===== config.mk =====
export PLATFORM = sky130hd
export DESIGN_NAME = issue_id2c_skid
export DESIGN_NICKNAME = d
export VERILOG_FILES = /design/src/rtl/issue_id2c_skid.sv
export SDC_FILE = /design/constraint.sdc
export NUM_CORES = 2
export LEC_CHECK = 0
export BUFFER_PORTS_ARGS = -buffer_cell sky130_fd_sc_hd__buf_2
export CORE_AREA = 3 3 402 404
export CTS_CLUSTER_DIAMETER = 120
export DETAILED_ROUTE_END_ITERATION = 12
export DIE_AREA = 0 0 405 407
export SYNTH_ARGS = -nofsm -noshare
export SYNTH_HDL_FRONTEND = slang
export SYNTH_SLANG_ARGS = --single-unit

===== constraint.sdc =====
create_clock -name clk -period 4 [get_ports clk]
set_input_delay 0.4 -clock clk [delete_from_list [all_inputs] [get_ports clk]]
set_output_delay 0.4 -clock clk [all_outputs]
set_load 0.1 [all_outputs]

===== src/rtl/issue_id2c_skid.sv =====
// ID1->ID2 multi-lane issue register with a 2-entry skid buffer.
// The head feeds ID2. The skid entry absorbs one bundle while ID2 stalls.
module issue_id2c_skid #(
  parameter int LANES        = 2,
  parameter int PW           = 256,
  parameter int ZERO_INVALID = 1
) (
  input  logic                clk,
  input  logic                rst,
  input  logic                flush,
  input  logic                exception_flush,
  input  logic [LANES-1:0]    in_valid,
  input  logic [LANES*PW-1:0] in_payload,
  output logic                in_ready,
  output logic [LANES-1:0]    out_valid,
  output logic [LANES*PW-1:0] out_payload,
  input  logic                out_ready,
  output logic [1:0]          occupancy
);

  localparam int LW = LANES * PW;

  logic [1:0]       count_q, count_d;
  logic [LANES-1:0] h_vld_q, h_vld_d;
  logic [LW-1:0]    h_pay_q, h_pay_d;
  logic [LANES-1:0] s_vld_q, s_vld_d;
  logic [LW-1:0]    s_pay_q, s_pay_d;

  logic          push;
  logic          pop;
  logic [LW-1:0] in_pay_z;

  // ready comes only from the registered count, never from out_ready
  assign in_ready = (count_q != 2'd2);
  assign push     = in_ready & (|in_valid);
  assign pop      = (count_q != 2'd0) & out_ready;

  assign out_valid   = (count_q != 2'd0) ? h_vld_q : '0;
  assign out_payload = h_pay_q;
  assign occupancy   = count_q;

  // zero the payload of empty lanes so stale data never reaches ID2
  always_comb begin
    in_pay_z = in_payload;
    for (int i = 0; i < LANES; i++) begin
      if ((ZERO_INVALID != 0) && !in_valid[i]) begin
        in_pay_z[i*PW +: PW] = '0;
      end
    end
  end

  // next-state for count, head and skid entries
  always_comb begin
    count_d = count_q;
    h_vld_d = h_vld_q;
    h_pay_d = h_pay_q;
    s_vld_d = s_vld_q;
    s_pay_d = s_pay_q;
    if (exception_flush) begin
      count_d = 2'd0;
      h_vld_d = '0;
      h_pay_d = '0;
      s_vld_d = '0;
      s_pay_d = '0;
    end else if (flush) begin
      s_vld_d = '0;
      s_pay_d = '0;
      if (out_ready) begin
        // head leaves this cycle; nothing else survives
        count_d = 2'd0;
        h_vld_d = '0;
        h_pay_d = '0;
      end else begin
        // ID2 still owns the head, keep it
        count_d = (count_q != 2'd0) ? 2'd1 : 2'd0;
      end
    end else begin
      unique case (count_q)
        2'd0: begin
          if (push) begin
            h_vld_d = in_valid;
            h_pay_d = in_pay_z;
            count_d = 2'd1;
          end
        end
        2'd1: begin
          if (push && !pop) begin
            s_vld_d = in_valid;
            s_pay_d = in_pay_z;
            count_d = 2'd2;
          end else if (push && pop) begin
            h_vld_d = in_valid;
            h_pay_d = in_pay_z;
          end else if (pop) begin
            h_vld_d = '0;
            h_pay_d = '0;
            count_d = 2'd0;
          end
        end
        2'd2: begin
          if (pop) begin
            h_vld_d = s_vld_q;
            h_pay_d = s_pay_q;
            s_vld_d = '0;
            s_pay_d = '0;
            count_d = 2'd1;
          end
        end
        default: begin
          count_d = 2'd0;
          h_vld_d = '0;
          h_pay_d = '0;
          s_vld_d = '0;
          s_pay_d = '0;
        end
      endcase
    end
  end

  // state registers with synchronous reset
  always_ff @(posedge clk) begin
    if (rst) begin
      count_q <= 2'd0;
      h_vld_q <= '0;
      h_pay_q <= '0;
      s_vld_q <= '0;
      s_pay_q <= '0;
    end else begin
      count_q <= count_d;
      h_vld_q <= h_vld_d;
      h_pay_q <= h_pay_d;
      s_vld_q <= s_vld_d;
      s_pay_q <= s_pay_d;
    end
  end

  a_count_max : assert property (
    @(posedge clk) disable iff (rst) count_q != 2'd3);
  a_ready_full : assert property (
    @(posedge clk) disable iff (rst) !in_ready |-> count_q == 2'd2);
  a_no_push_full : assert property (
    @(posedge clk) disable iff (rst) !(push && !in_ready));

endmodule

==> out/metrics.yaml <==
synth-compound-area-share_pct: 26.2
ios: 1036
ff2ff_setup_slack_ns: 1.25
start_util_pct: 28.1
worstSetupPathType: "reg -> out"
fin_crit_ns: 3.24
port_buffers: 1035
ys_top_cells_by_area: "dfxtp_1 46%, nand2_1 11%, o32ai_1 10%, nor2_1 6.5%, a41oi_1 5.1%"
synth_top_family_by_area: "compound AO/OA/AOI/OAI gates"
cp_data_required_time_ns: 3.60
clock_sinks: 1030
setup_tns_ns: 0
drc: 0
ff2ff_path_depth: 6
fp.dieW_um: 405
synthMuxAreaShare_pct: 0.0254
htreeDepth: 3
die_h_um: 407
cts_tree: "done"
cts_root_buf: "clkbuf_16"
routed_via_density: 5.58
setup_viol: 0
core_area_um2: 158000
synth_xor_area_share_pct: 0
hold_path_class: "in -> reg"
holdPathStages: 4
yosysTopAreaCellShare_pct: 46.5
worstPathMaxFanout: 93
syn_to_final_growth_pct: 35.8
synth.ff_latch_count: 1030
outcome: "complete, no violations"
synth_nets: 6124
drive_above_1_share_pct: 20.4
numCtsBuffers: 114
synthArstFlopShare_pct: 0
hold_path_startpoint: "in_valid[1]"
synth_common_cells: "1288 x nand2_1, 1030 x dfxtp_1, 773 x nor2_1, 514 x o32ai_1, 391 x clkbuf_1"
dr_total_vias: 49817
antenna_left: 0
r2r-start: "occupancy[1]$_SDFFE_PP0P_"
synth_warnings: 0
rows: 146
cellLeakagePower_uw: 0.0220
arrival_ns: 2.84
synth_enable_flop_cells: 0
grt_overflow: 0
cts_setup_buffers: 0
drt-initial-drc-count: 5325
synth_ff_type: "dfxtp_1"
wirelength_um: 201000
finalCritPeriodShare_pct: 81.1
grt_pass1_vias: 45779
grt_pass1_wl_um: 296000
final.setup_skew_ns: 0.0382
clk_pin_slew_ns: 0.06
worstHoldEndpoint: "s_pay_q[447]$_SDFFE_PP0P_"
die-area_um2: 165000
worst_setup_path_end_kind: "output pin"
peakVddDrop_uv: 366
hold_violations: 0
gp_congestion: 0.868
clock.fmax_ghz: 0.308
avgSynthCellArea_um2: 7.92
relSlewSlack_pct: 14.8
hold_slack_ns: 0.137
cap_violations: 0
report.final.slew_viol_count: 0
clockBufferDepth: 3
synthCells: 5605
synth_area_leader_cell: "dfxtp_1"
hpwl_um: 125000
start_kind: "flip-flop"
grt_max_degree: 173
yosys.area_share.simple_pct: 20.6
reg2reg_to: "out_payload[82]$_SDFFE_PP0P_"
synth_fa_ha_area_share_pct: 0
fin_nets: 7254
first_pass_iters: 6
power_density_nw_per_um2: 413
ys_seq_area_share_pct: 46.5
rsz0062_at_grt: "no"
worst_slew_pin_slew_ns: 1.28
grt_usage_pct: 22.7
syn_area_um2: 44400
clk_latency_ns: 0.73
wl_per_cell_um: 22.5
yosysMostFrequentCell: "nand2_1"
grt_antenna_before_repair: 51
synth_cell_type_count: 36
[final cells by class]
class / count / area, um^2
clock inverter: 31 / 473
antenna: 34 / 85.1
tap: 2072 / 2590
sequential: 1030 / 20600
multi-input combinational: 3885 / 20900
fill: 15919 / 97900
clock buffer: 178 / 3540
timing repair buffer: 1702 / 12100
inverter: 2 / 15.0
[power breakdown]
part	switching, uW	internal [uW]	total (uW)
Sequential	72.0	10400	10400
Combinational	2280	985	3270
Clock	4600	6600	11200
[layer usage]
metal / up-vias / routed length [um] / part of all wire [%] / GRT usage (%)
li1: 22576 / - / - / -
met1: 23956 / 82200 / 41 / 29.4
met2: 2731 / 91700 / 46 / 36.1
met3: 512 / 17400 / 8.6 / 4.97
met4: 42 / 9640 / 4.8 / 10.4
met5: - / 276 / 0.14 / 0
[how the worst max path moves through the flow]
| stage | slack, ns | cells after the start | endpoint | from |
|---|---|---|---|---|
| 6_report | 0.76 | 4 | out_valid[1] | occupancy[1]$_SDFFE_PP0P_ |
| 3_5_place_dp | 1.32 | 5 | s_pay_q[89]$_SDFFE_PP0P_ | occupancy[1]$_SDFFE_PP0P_ |
| 5_1_grt | 0.61 | 4 | out_valid[1] | occupancy[1]$_SDFFE_PP0P_ |
| 2_1_floorplan | 1.00 | 4 | out_valid[0] | occupancy[0]$_SDFFE_PP0P_ |
| 3_3_place_gp | 1.35 | 4 | out_payload[10]$_SDFFE_PP0P_ | occupancy[0]$_SDFFE_PP0P_ |
| 4_1_cts | 0.62 | 4 | out_valid[1] | occupancy[1]$_SDFFE_PP0P_ |
[per-stage QoR]
step / util [%] / instances / instance area (um^2) / power [uW] / setup WS (ns)
after floorplan: - / 5605 / 44400 / 12400 / 1.00
after global placement: 32.3 / 8178 / 51100 / 13400 / 1.35
after detailed placement: 32.3 / 8178 / 51100 / 13400 / 1.32
after CTS: 38.1 / 8900 / 60200 / 25100 / 0.620
after global routing: 38.1 / 8916 / 60200 / 25600 / 0.609
final: 38.1 / 8934 / 60300 / 24900 / 0.756
[registers in the layout, indices dropped and copies added (netlist names)]
register / count
out_payload: 512
s_pay_q: 512
h_vld_q: 2
s_vld_q: 2
occupancy: 2
[logic make-up (layout without fill, tap and decap cells)]
logic type	count (synthesis)	after routing
other cells	0	34
buf+inv	690	1913
compound gates	1552	1552
flops	1030	1030
simple gates	2332	2332
mux	1	1
[cell usage in the layout (no fill, tap or decap), drive strengths merged, types with 2 or more instances in the layout]
master	netlist	routed
nor2b	2	2
nand2	1288	1288
buf	297	1188
a31oi	256	256
nand3	256	256
nor3	3	3
nor2	774	774
a21oi	261	261
clkinv	0	17
o32ai	514	514
dfxtp	1030	1030
dlygate4sd3	0	513
inv	2	8
bufinv	0	8
a22oi	256	256
clkbuf	391	179
o21a	2	2
diode	0	34
o22a	2	2
a41oi	256	256
[what timing repair did]
item / 4_1_cts / 5_1_grt
hold buffers: 513 / 0
resized for setup: 0 / 0
endpoints found under the hold margin: 639 / 0
[worst max-delay path: stages (launching register included)]
cell and delay (ns):
dfxtp_4 0.67, buf_12 0.41, buf_4 0.39, o21a_1 0.18
buf_2 0.42
(Power assumes the default switching activity.)
